`config.mk`:
```
export PLATFORM = sky130hd
export DESIGN_NAME = ras_ctrl_flat
export DESIGN_NICKNAME = d
export VERILOG_FILES = /design/src/rtl/ras_ctrl_if.sv /design/src/rtl/ras_ctrl.sv /design/src/flat_wrapper.sv
export SDC_FILE = /design/constraint.sdc
export NUM_CORES = 1
export LEC_CHECK = 0
export BUFFER_PORTS_ARGS = -buffer_cell sky130_fd_sc_hd__buf_2
export CAP_MARGIN = 20
export CORE_ASPECT_RATIO = 0.9
export CORE_MARGIN = 4
export CORE_UTILIZATION = 55
export DETAILED_ROUTE_END_ITERATION = 12
export PLACE_DENSITY = 0.8
export SLEW_MARGIN = 25
export SYNTH_ARGS = -nofsm -noshare
export SYNTH_HDL_FRONTEND = slang
export SYNTH_SLANG_ARGS = --single-unit
```
`constraint.sdc`:
```
create_clock -name clk -period 7 [get_ports clk]
set_input_delay 0.7 -clock clk [delete_from_list [all_inputs] [get_ports clk]]
set_output_delay 0.7 -clock clk [all_outputs]
set_load 0.03 [all_outputs]
```
`src/rtl/ras_ctrl_if.sv`:
```
// Front-end / RAS-side signal bundle for ras_ctrl.
// The slave modport is the sequencer; the master modport is the surrounding pipeline.
interface ras_ctrl_if #(
  parameter int unsigned PC_BITS = 32
);
  logic [1:0]           slot_valid;
  logic [1:0]           slot_call;
  logic [1:0]           slot_ret;
  logic [2*PC_BITS-1:0] slot_pc;
  logic                 must_flush;
  logic                 ras_empty;
  logic [PC_BITS-1:0]   ras_top;
  logic                 ras_push;
  logic                 ras_pop;
  logic [PC_BITS-1:0]   ras_new_entry;
  logic                 pred_valid;
  logic [PC_BITS-1:0]   pred_target;
  logic                 pred_slot;
  logic                 fetch_stall;

  modport master (
    output slot_valid, slot_call, slot_ret, slot_pc, must_flush, ras_empty, ras_top,
    input  ras_push, ras_pop, ras_new_entry, pred_valid, pred_target, pred_slot, fetch_stall
  );

  modport slave (
    input  slot_valid, slot_call, slot_ret, slot_pc, must_flush, ras_empty, ras_top,
    output ras_push, ras_pop, ras_new_entry, pred_valid, pred_target, pred_slot, fetch_stall
  );
endinterface

```
`src/rtl/ras_ctrl.sv`:
```
// Return-address-stack sequencer: turns dual-slot call/ret hints into one push/pop per cycle.
// Optional RAS_CTRL_STATS_EN adds saturating push/pop/underflow counters.
module ras_ctrl #(
  parameter int unsigned PC_BITS     = 32,
  parameter int unsigned QDEPTH      = 4,
  parameter int unsigned INSTR_BYTES = 4
) (
  input  logic        clk,
  input  logic        rst,
  ras_ctrl_if.slave   bus
`ifdef RAS_CTRL_STATS_EN
  ,
  output logic [31:0] stat_push,
  output logic [31:0] stat_pop,
  output logic [31:0] stat_underflow
`endif
);

  localparam int unsigned IW = $clog2(QDEPTH);
  localparam int unsigned AW = IW + 1;

  typedef enum logic [1:0] {RUN, DRAIN, FLUSH} state_t;

  typedef struct packed {
    logic               is_push;
    logic               tag;
    logic [PC_BITS-1:0] addr;
  } op_t;

  op_t           mem [QDEPTH];
  logic [AW-1:0] rd_ptr, wr_ptr, count, count_nx;
  state_t        state, state_nx;

  op_t           new_op [4];
  logic [2:0]    n_new, n_enq;
  logic          enq_ok, issue_ok, deq;
  op_t           head;
  logic          push_nx, pop_nx, underflow_nx, stall_nx;

  logic               push_q, pop_q, pred_slot_q, stall_q;
  logic [PC_BITS-1:0] entry_q;

  // Pack slot ops in program order: slot 0 before slot 1, POP before PUSH within a slot.
  always_comb begin
    n_new = '0;
    for (int unsigned k = 0; k < 4; k++) new_op[k] = '0;
    for (int unsigned s = 0; s < 2; s++) begin
      if (bus.slot_valid[s]) begin
        if (bus.slot_ret[s]) begin
          new_op[n_new[1:0]] = '{is_push: 1'b0, tag: 1'(s), addr: '0};
          n_new = n_new + 3'd1;
        end
        if (bus.slot_call[s]) begin
          new_op[n_new[1:0]] = '{is_push: 1'b1, tag: 1'(s),
                                 addr: bus.slot_pc[s*PC_BITS +: PC_BITS] + PC_BITS'(INSTR_BYTES)};
          n_new = n_new + 3'd1;
        end
      end
    end
  end

  assign count    = wr_ptr - rd_ptr;
  assign enq_ok   = !stall_q && !bus.must_flush && (state == RUN);
  assign n_enq    = enq_ok ? n_new : 3'd0;
  assign issue_ok = !bus.must_flush && (state != FLUSH);
  // An empty queue issues the incoming first op directly (bypass).
  assign head     = (count != '0) ? mem[rd_ptr[IW-1:0]] : new_op[0];
  assign deq      = issue_ok && ((count != '0) || (n_enq != 3'd0));

  assign push_nx      = deq && head.is_push;
  assign pop_nx       = deq && !head.is_push && !bus.ras_empty;
  assign underflow_nx = deq && !head.is_push && bus.ras_empty;

  always_comb begin
    count_nx = bus.must_flush ? '0 : count + AW'(n_enq) - AW'(deq);
    state_nx = state;
    if (bus.must_flush) begin
      state_nx = FLUSH;
    end else begin
      case (state)
        RUN:     if (n_enq == 3'd4) state_nx = DRAIN;
        DRAIN:   if (count_nx == '0) state_nx = RUN;
        default: state_nx = RUN;
      endcase
    end
    stall_nx = (state_nx != RUN) || (32'(count_nx) + 32'd4 > QDEPTH);
  end

  always_ff @(posedge clk) begin
    for (int unsigned k = 0; k < 4; k++) begin
      if (3'(k) < n_enq) mem[IW'(wr_ptr + AW'(k))] <= new_op[k];
    end
  end

  always_ff @(posedge clk) begin
    if (rst) begin
      rd_ptr      <= '0;
      wr_ptr      <= '0;
      state       <= RUN;
      push_q      <= 1'b0;
      pop_q       <= 1'b0;
      pred_slot_q <= 1'b0;
      entry_q     <= '0;
      stall_q     <= 1'b0;
    end else begin
      state   <= state_nx;
      stall_q <= stall_nx;
      if (bus.must_flush) begin
        rd_ptr <= '0;
        wr_ptr <= '0;
      end else begin
        wr_ptr <= wr_ptr + AW'(n_enq);
        rd_ptr <= rd_ptr + AW'(deq);
      end
      push_q      <= push_nx;
      pop_q       <= pop_nx;
      pred_slot_q <= pop_nx ? head.tag : 1'b0;
      entry_q     <= push_nx ? head.addr : '0;
    end
  end

  assign bus.ras_push      = push_q;
  assign bus.ras_pop       = pop_q;
  assign bus.ras_new_entry = entry_q;
  assign bus.pred_valid    = pop_q;
  // The RAS pops at the end of this cycle, so its current top is the prediction.
  assign bus.pred_target   = pop_q ? bus.ras_top : '0;
  assign bus.pred_slot     = pred_slot_q;
  assign bus.fetch_stall   = stall_q;

`ifdef RAS_CTRL_STATS_EN
  always_ff @(posedge clk) begin
    if (rst) begin
      stat_push      <= '0;
      stat_pop       <= '0;
      stat_underflow <= '0;
    end else begin
      if (push_nx && stat_push != '1)           stat_push      <= stat_push + 32'd1;
      if (pop_nx && stat_pop != '1)             stat_pop       <= stat_pop + 32'd1;
      if (underflow_nx && stat_underflow != '1) stat_underflow <= stat_underflow + 32'd1;
    end
  end
`endif

endmodule

```
`src/flat_wrapper.sv`:
```
// flat-port wrapper written by rule: the top's interface ports become plain ports
module ras_ctrl_flat 
#(
  parameter int unsigned PC_BITS     = 32,
  parameter int unsigned QDEPTH      = 4,
  parameter int unsigned INSTR_BYTES = 4
)
  (clk, rst, bus_slot_valid, bus_slot_call, bus_slot_ret, bus_slot_pc, bus_must_flush, bus_ras_empty, bus_ras_top, bus_ras_push, bus_ras_pop, bus_ras_new_entry, bus_pred_valid, bus_pred_target, bus_pred_slot, bus_fetch_stall);
  ras_ctrl_if #(.PC_BITS(PC_BITS)) bus_i ();
  input  logic clk;
  input  logic rst;
  input wire logic [$bits(bus_i.slot_valid)-1:0] bus_slot_valid;
  input wire logic [$bits(bus_i.slot_call)-1:0] bus_slot_call;
  input wire logic [$bits(bus_i.slot_ret)-1:0] bus_slot_ret;
  input wire logic [$bits(bus_i.slot_pc)-1:0] bus_slot_pc;
  input wire logic [$bits(bus_i.must_flush)-1:0] bus_must_flush;
  input wire logic [$bits(bus_i.ras_empty)-1:0] bus_ras_empty;
  input wire logic [$bits(bus_i.ras_top)-1:0] bus_ras_top;
  output wire logic [$bits(bus_i.ras_push)-1:0] bus_ras_push;
  output wire logic [$bits(bus_i.ras_pop)-1:0] bus_ras_pop;
  output wire logic [$bits(bus_i.ras_new_entry)-1:0] bus_ras_new_entry;
  output wire logic [$bits(bus_i.pred_valid)-1:0] bus_pred_valid;
  output wire logic [$bits(bus_i.pred_target)-1:0] bus_pred_target;
  output wire logic [$bits(bus_i.pred_slot)-1:0] bus_pred_slot;
  output wire logic [$bits(bus_i.fetch_stall)-1:0] bus_fetch_stall;
  assign bus_i.slot_valid = bus_slot_valid;
  assign bus_i.slot_call = bus_slot_call;
  assign bus_i.slot_ret = bus_slot_ret;
  assign bus_i.slot_pc = bus_slot_pc;
  assign bus_i.must_flush = bus_must_flush;
  assign bus_i.ras_empty = bus_ras_empty;
  assign bus_i.ras_top = bus_ras_top;
  assign bus_ras_push = bus_i.ras_push;
  assign bus_ras_pop = bus_i.ras_pop;
  assign bus_ras_new_entry = bus_i.ras_new_entry;
  assign bus_pred_valid = bus_i.pred_valid;
  assign bus_pred_target = bus_i.pred_target;
  assign bus_pred_slot = bus_i.pred_slot;
  assign bus_fetch_stall = bus_i.fetch_stall;
  ras_ctrl #(.PC_BITS(PC_BITS), .QDEPTH(QDEPTH), .INSTR_BYTES(INSTR_BYTES)) u_core (.clk(clk), .rst(rst), .bus(bus_i));
endmodule
```
=== After elaboration in Yosys (flattened, before gate mapping) ===
Memory sizes are Yosys's and may differ from the RTL's. A register that Yosys moved wholly into a read port is not among the register bits.
Cells that the tools add are included.

* Register bits: 44
* Memory bits (writable): 136
* Input port bits: 106
* Output and inout bits: 69
* Logic and storage cells: 109
* Memories: 1

* Add/sub/neg operators: 14
* Magnitude comparators: 11
* Equal/unequal tests: 3
* Mux-type cells: 40
* Bitwise gates (word level): 8
* Reduce and logical (&&, ||, !) cells: 24

{| class="wikitable"
|+ Memories
! memory !! words !! bits a word !! read ports !! clocked after memory_dff !! write ports !! line !! source
|-
| u_core.mem || 4 || 34 || 1 || 1 || 4 || ras_ctrl.sv:30 || <nowiki>op_t mem [QDEPTH];</nowiki>
|}

{| class="wikitable"
|+ Operator list
! kind !! count
|-
| 136-bit 2-to-1 mux || 6
|-
| 136-bit bitwise mux || 2
|-
| 34-bit demux with 2-bit select || 3
|-
| 34-bit 2-to-1 mux || 5
|-
| 132-bit AND || 1
|-
| 132-bit inverter || 1
|-
| 32-bit by 3-bit adder with 32-bit output (second input constant) || 2
|-
| 32-bit by 3-bit greater-than comparator with 1-bit output (second input constant) || 1
|-
| 32-bit 2-to-1 mux || 1
|-
| 3-bit 2-to-1 mux || 9
|-
| 1-bit logical AND || 10
|-
| 3-bit by 1-bit adder with 3-bit output (second input constant) || 3
|-
| 3-bit >= comparator (second input constant) || 3
|-
| 3-bit by 1-bit < comparator with 1-bit output (second input constant) || 3
|-
| 1-bit 2-to-1 mux || 9
|-
| 2-bit inverter with 3-bit output || 3
|-
| 2-bit 2-to-1 mux || 4
|-
| 3-bit adder || 2
|-
| 1-bit by 3-bit < comparator with 1-bit output (first input constant) || 2
|-
| 2-bit by 3-bit < comparator with 1-bit output (first input constant) || 2
|-
| 3-bit nonzero test || 2
|-
| 2-bit OR reduction || 3
|-
| 2-bit adder (second input constant) || 2
|-
| 3-bit by 3-bit adder with 4-bit output (second input constant) || 1
|-
| other kinds (15) || 20
|}

=== Logic depth before layout (Yosys ltp) ===
* Depth after elaboration: 23
* Depth in mapped cells: 25
* Depth with buffers taken out: 25

=== Worst setup path after synthesis ===
OpenSTA, ideal clock, no wires.

* Kind: input port to flip-flop
* Start: in bus_slot_ret[0]
* End: mem u_core.mem[1][0] (netlist name), enable pin
* Library setup time: 0.472 ns
* Data arrival time: 5.347 ns
* Data required time: 6.528 ns
* Setup slack: 1.180 ns
* Stages: 15
* Buffers on the path: 0
* Cells stage by stage: inv_1 ha_1 nand2b_1 ha_1 nand2b_1 o21ai_0 ha_1 inv_1 ha_1 nand2_1 o21ai_2 a21oi_2 a21oi_1 a21oi_1 o21ai_0

{| class="wikitable"
|+ RTL lines
! item !! line !! source
|-
| start, declared || flat_wrapper.sv:14 || <nowiki>input wire logic [$bits(bus_i.slot_ret)-1:0] bus_slot_ret;</nowiki>
|-
| end, declared || ras_ctrl.sv:30 ||
|}

==> impl_metrics.toml <==
[grt]
groute.usage.overall_pct = 33.0
grt.overflow.total = 0
grt-busiest-layer = "met2"
initial_antenna_violation_count = 1
first_global_vias = 10900
use_met3_pct = 9.59
grt_first_pass_wirelength_um = 61100
groute.layer.met2.usage_pct = 50.2
gr-usage-met1_pct = 45.3
largest_net_degree_at_the_start_of_global_routing = 54

[synthesis]
synth-async-reset-ratio_pct = 0
synth.distinct_cells = 63
synthesis.area_um2 = 11800
synth_edf_count = 136
netlist_instances = 1222
ys_seq_elements = 180
synth_seq_area_share_pct = 42.1
cell_type_contributing_the_most_total_cell_area_after_synthesis = "sky130_fd_sc_hd__edfxtp_1"
yosysTopAreaCellShare_pct = 34.6
ys_warn_count = 0
net_count_synth = 1349
post_synth_main_area_contributors = "sky130_fd_sc_hd__edfxtp_1, sky130_fd_sc_hd__dfxtp_1, sky130_fd_sc_hd__mux4_2"
dominantRegCellSynth = "sky130_fd_sc_hd__edfxtp_1"
post_synth.cell_area_avg_um2 = 9.66

[clocking]
cts-htree-levels = 4
post_cts.resized_instances = 0
cts.reportedPaths.clkPinSlew_ns = 0.07
cts-hold-fix-buffers = 0
cts_tree = "done"
cts_setup_buffers = 0
clkLatencyLatePin_ns = 0.44
tritoncts.num_buffers = 17
cts_buffer_depth = 2
clock_tree.root_cell = "sky130_fd_sc_hd__clkbuf_16"
count_of_clock_tree_sinks = 180

[routing]
detail_route.wl_per_cell_um = 24.3
drt_iter0_markers = 1883
detail_route.vias_per_cell = 6.88
drc = 0
postRouteAntennaNets = 0
firstDrtPassIters = 6
finalWirelength_um = 40400
routed-via-count = 11400

[floorplanning]
start_util_pct = 56.3
die_w_um = 162
core_area_um2 = 21000
io_pins = 175
die-area_um2 = 23900
placement_rows = 50
fp.dieH_um = 147

[worst_setup_path]
crit_path_start_kind = "primary input"
timing.setup.critical_path_class = "primary input to flop"
nature_of_the_critical_path_endpoint = "flop"
cp.required_ns = 7.07
critical_path_arrival_ns = 5.29
cp_max_fo = 34

[final_layout]
layout.cells.non_filler = 1660
layout_common_cells = "sky130_fd_sc_hd__buf_2, sky130_fd_sc_hd__nor2_1, sky130_fd_sc_hd__nand2_1, sky130_fd_sc_hd__edfxtp_1, sky130_fd_sc_hd__o22ai_1"
syn2layout_area_growth_pct = 15.6
layout_commonest_cell = "sky130_fd_sc_hd__buf_2"
share_of_post_route_cells_with_drive_strength_above_1_pct = 21.7
fin_nets = 1488
antennaDiodeCount = 0

[power_and_ir_drop]
power_leakage_uw = 0.00516
pwr-share-seq_pct = 44.9
ir_drop_mv = 0.172
combinationalPowerShare_pct = 17.5
power_switching_uw = 749
share_clk_of_total_power_pct = 37.6
sw_frac_of_total_pct = 28.1
internal_power_uw = 1920
power.density_nw_per_um2 = 196

[sta]
setup_violations = 0
hold_ws_ns = 0.455
worst_slew_pin_slew_ns = 1.07
slew_headroom_pct = 28.6
max_freq_ghz = 0.192
hold_viol = 0
grt_setup_unrepaired = "no"
finalCriticalPeriod_ns = 5.22
worst_clock_skew_ns = 0.00874
layout_worst_path_cycle_share_pct = 74.6
slew_viol_final = 0
timing.setup.tns_ns = 0

[run]
timing.max_cap.violations = 0

[hold_path]
min_path_type = "primary input to flop"

[placed_design]
port-buffer-count = 174
global_placer_s_final_weighted_congestion = 0.965
detailedPlacementHpwl_um = 26600
placedCellCount = 1626

[status]
status = "complete, no violations"
==> synth_stat cells, types with 12 or more instances <==
master                     count
sky130_fd_sc_hd__a32o_1       12
sky130_fd_sc_hd__clkbuf_1     59
sky130_fd_sc_hd__xnor2_1      43
sky130_fd_sc_hd__and3_1       15
sky130_fd_sc_hd__o21ai_0      27
sky130_fd_sc_hd__inv_1        22
sky130_fd_sc_hd__o22a_1       15
sky130_fd_sc_hd__nand2_1     137
sky130_fd_sc_hd__a21oi_1      68
sky130_fd_sc_hd__dfxtp_1      44
sky130_fd_sc_hd__o32ai_1      23
sky130_fd_sc_hd__a32oi_1      17
sky130_fd_sc_hd__ha_1         18
sky130_fd_sc_hd__xor2_1       27
sky130_fd_sc_hd__o221ai_1     25
sky130_fd_sc_hd__and2_1       40
sky130_fd_sc_hd__nor2_1      159
sky130_fd_sc_hd__mux4_2       34
sky130_fd_sc_hd__edfxtp_1    136
sky130_fd_sc_hd__mux2i_1      21
sky130_fd_sc_hd__buf_2        18
sky130_fd_sc_hd__nand3_1      34
sky130_fd_sc_hd__nor3_1       17
sky130_fd_sc_hd__o22ai_1      83
==> per-layer routing <==
metal	up-vias	share of wire, %
li1	4935	-
met1	5311	37
met2	1028	45
met3	138	16
met4	2	3.0
met5	-	0.030
==> flip-flops by register name, summed over array words and instances (netlist names) <==
name	flops
u_core.bus.fetch_stall	1
u_core.bus.pred_slot	1
u_core.bus.pred_valid	1
u_core.bus.ras_new_entry	32
u_core.bus.ras_push	1
u_core.mem	136
u_core.rd_ptr	3
u_core.state	2
u_core.wr_ptr	3
==> worst paths after layout <==
check | startpoint | end | slack, ns | cells after the start
worst max-delay path | bus_slot_ret[0] | u_core.mem[0][23] | 1.78 | 17
worst min-delay path | rst | u_core.state[1] | 0.46 | 2
worst max register to register | u_core.wr_ptr[0] | u_core.state[0] | 2.18 | 20
worst min register to register | u_core.state[1] | u_core.state[0] | 0.51 | 1
==> area by class of cell <==
cell class | count | area, µm²
flip-flops and latches | 180 | 4970
clock buffers | 21 | 482
inverters | 23 | 86.3
fillers | 1627 | 7320
multi-input cells | 936 | 6470
clock inverters | 11 | 121
well taps | 286 | 358
repair buffers | 203 | 1150
==> stage by stage <==
step	util, %	instance area [µm²]	worst slack (ns)	power (µW)
floorplan	-	11800	1.18	1510
global placement	61.7	12900	1.61	1650
detailed placement	62.0	13000	1.44	1670
CTS	64.9	13600	1.89	2650
global route	65.1	13600	1.43	2740
finish	65.1	13600	1.78	2670
==> power by group through the flow <==
stage,Clock [µW],Sequential [µW],Combinational (µW)
floorplan,0,1220,290
detailed placement,0,1220,450
CTS,999,1200,454
global placement,0,1220,435
finish,1000,1200,468
global route,1040,1200,500
==> worst max-delay path, stage by stage <==
cell                       delay [ns]
sky130_fd_sc_hd__buf_2           0.13
sky130_fd_sc_hd__inv_1           0.05
sky130_fd_sc_hd__ha_1            0.30
sky130_fd_sc_hd__nand2b_1        0.23
sky130_fd_sc_hd__ha_1            0.35
sky130_fd_sc_hd__nand2b_1        0.15
sky130_fd_sc_hd__o21ai_0         0.15
sky130_fd_sc_hd__ha_1            0.25
sky130_fd_sc_hd__inv_1           0.06
sky130_fd_sc_hd__ha_1            0.26
sky130_fd_sc_hd__nand2_1         0.06
sky130_fd_sc_hd__o21ai_2         0.13
sky130_fd_sc_hd__nand2_1         0.12
sky130_fd_sc_hd__a21oi_2         0.75
sky130_fd_sc_hd__a21o_1          0.87
sky130_fd_sc_hd__a211o_1         0.19
sky130_fd_sc_hd__buf_4           0.48
==> cell families after synthesis <==
| family | share of synthesized area, % |
|---|---|
| xor+xnor | 5.19 |
| fa+ha+maj | 2.42 |
| flops | 42.1 |
| mux | 8.27 |
| buf+inv | 3.63 |
| simple gates | 18.9 |
| compound gates | 19.5 |
Note: power is estimated with default switching activity, not from simulation.
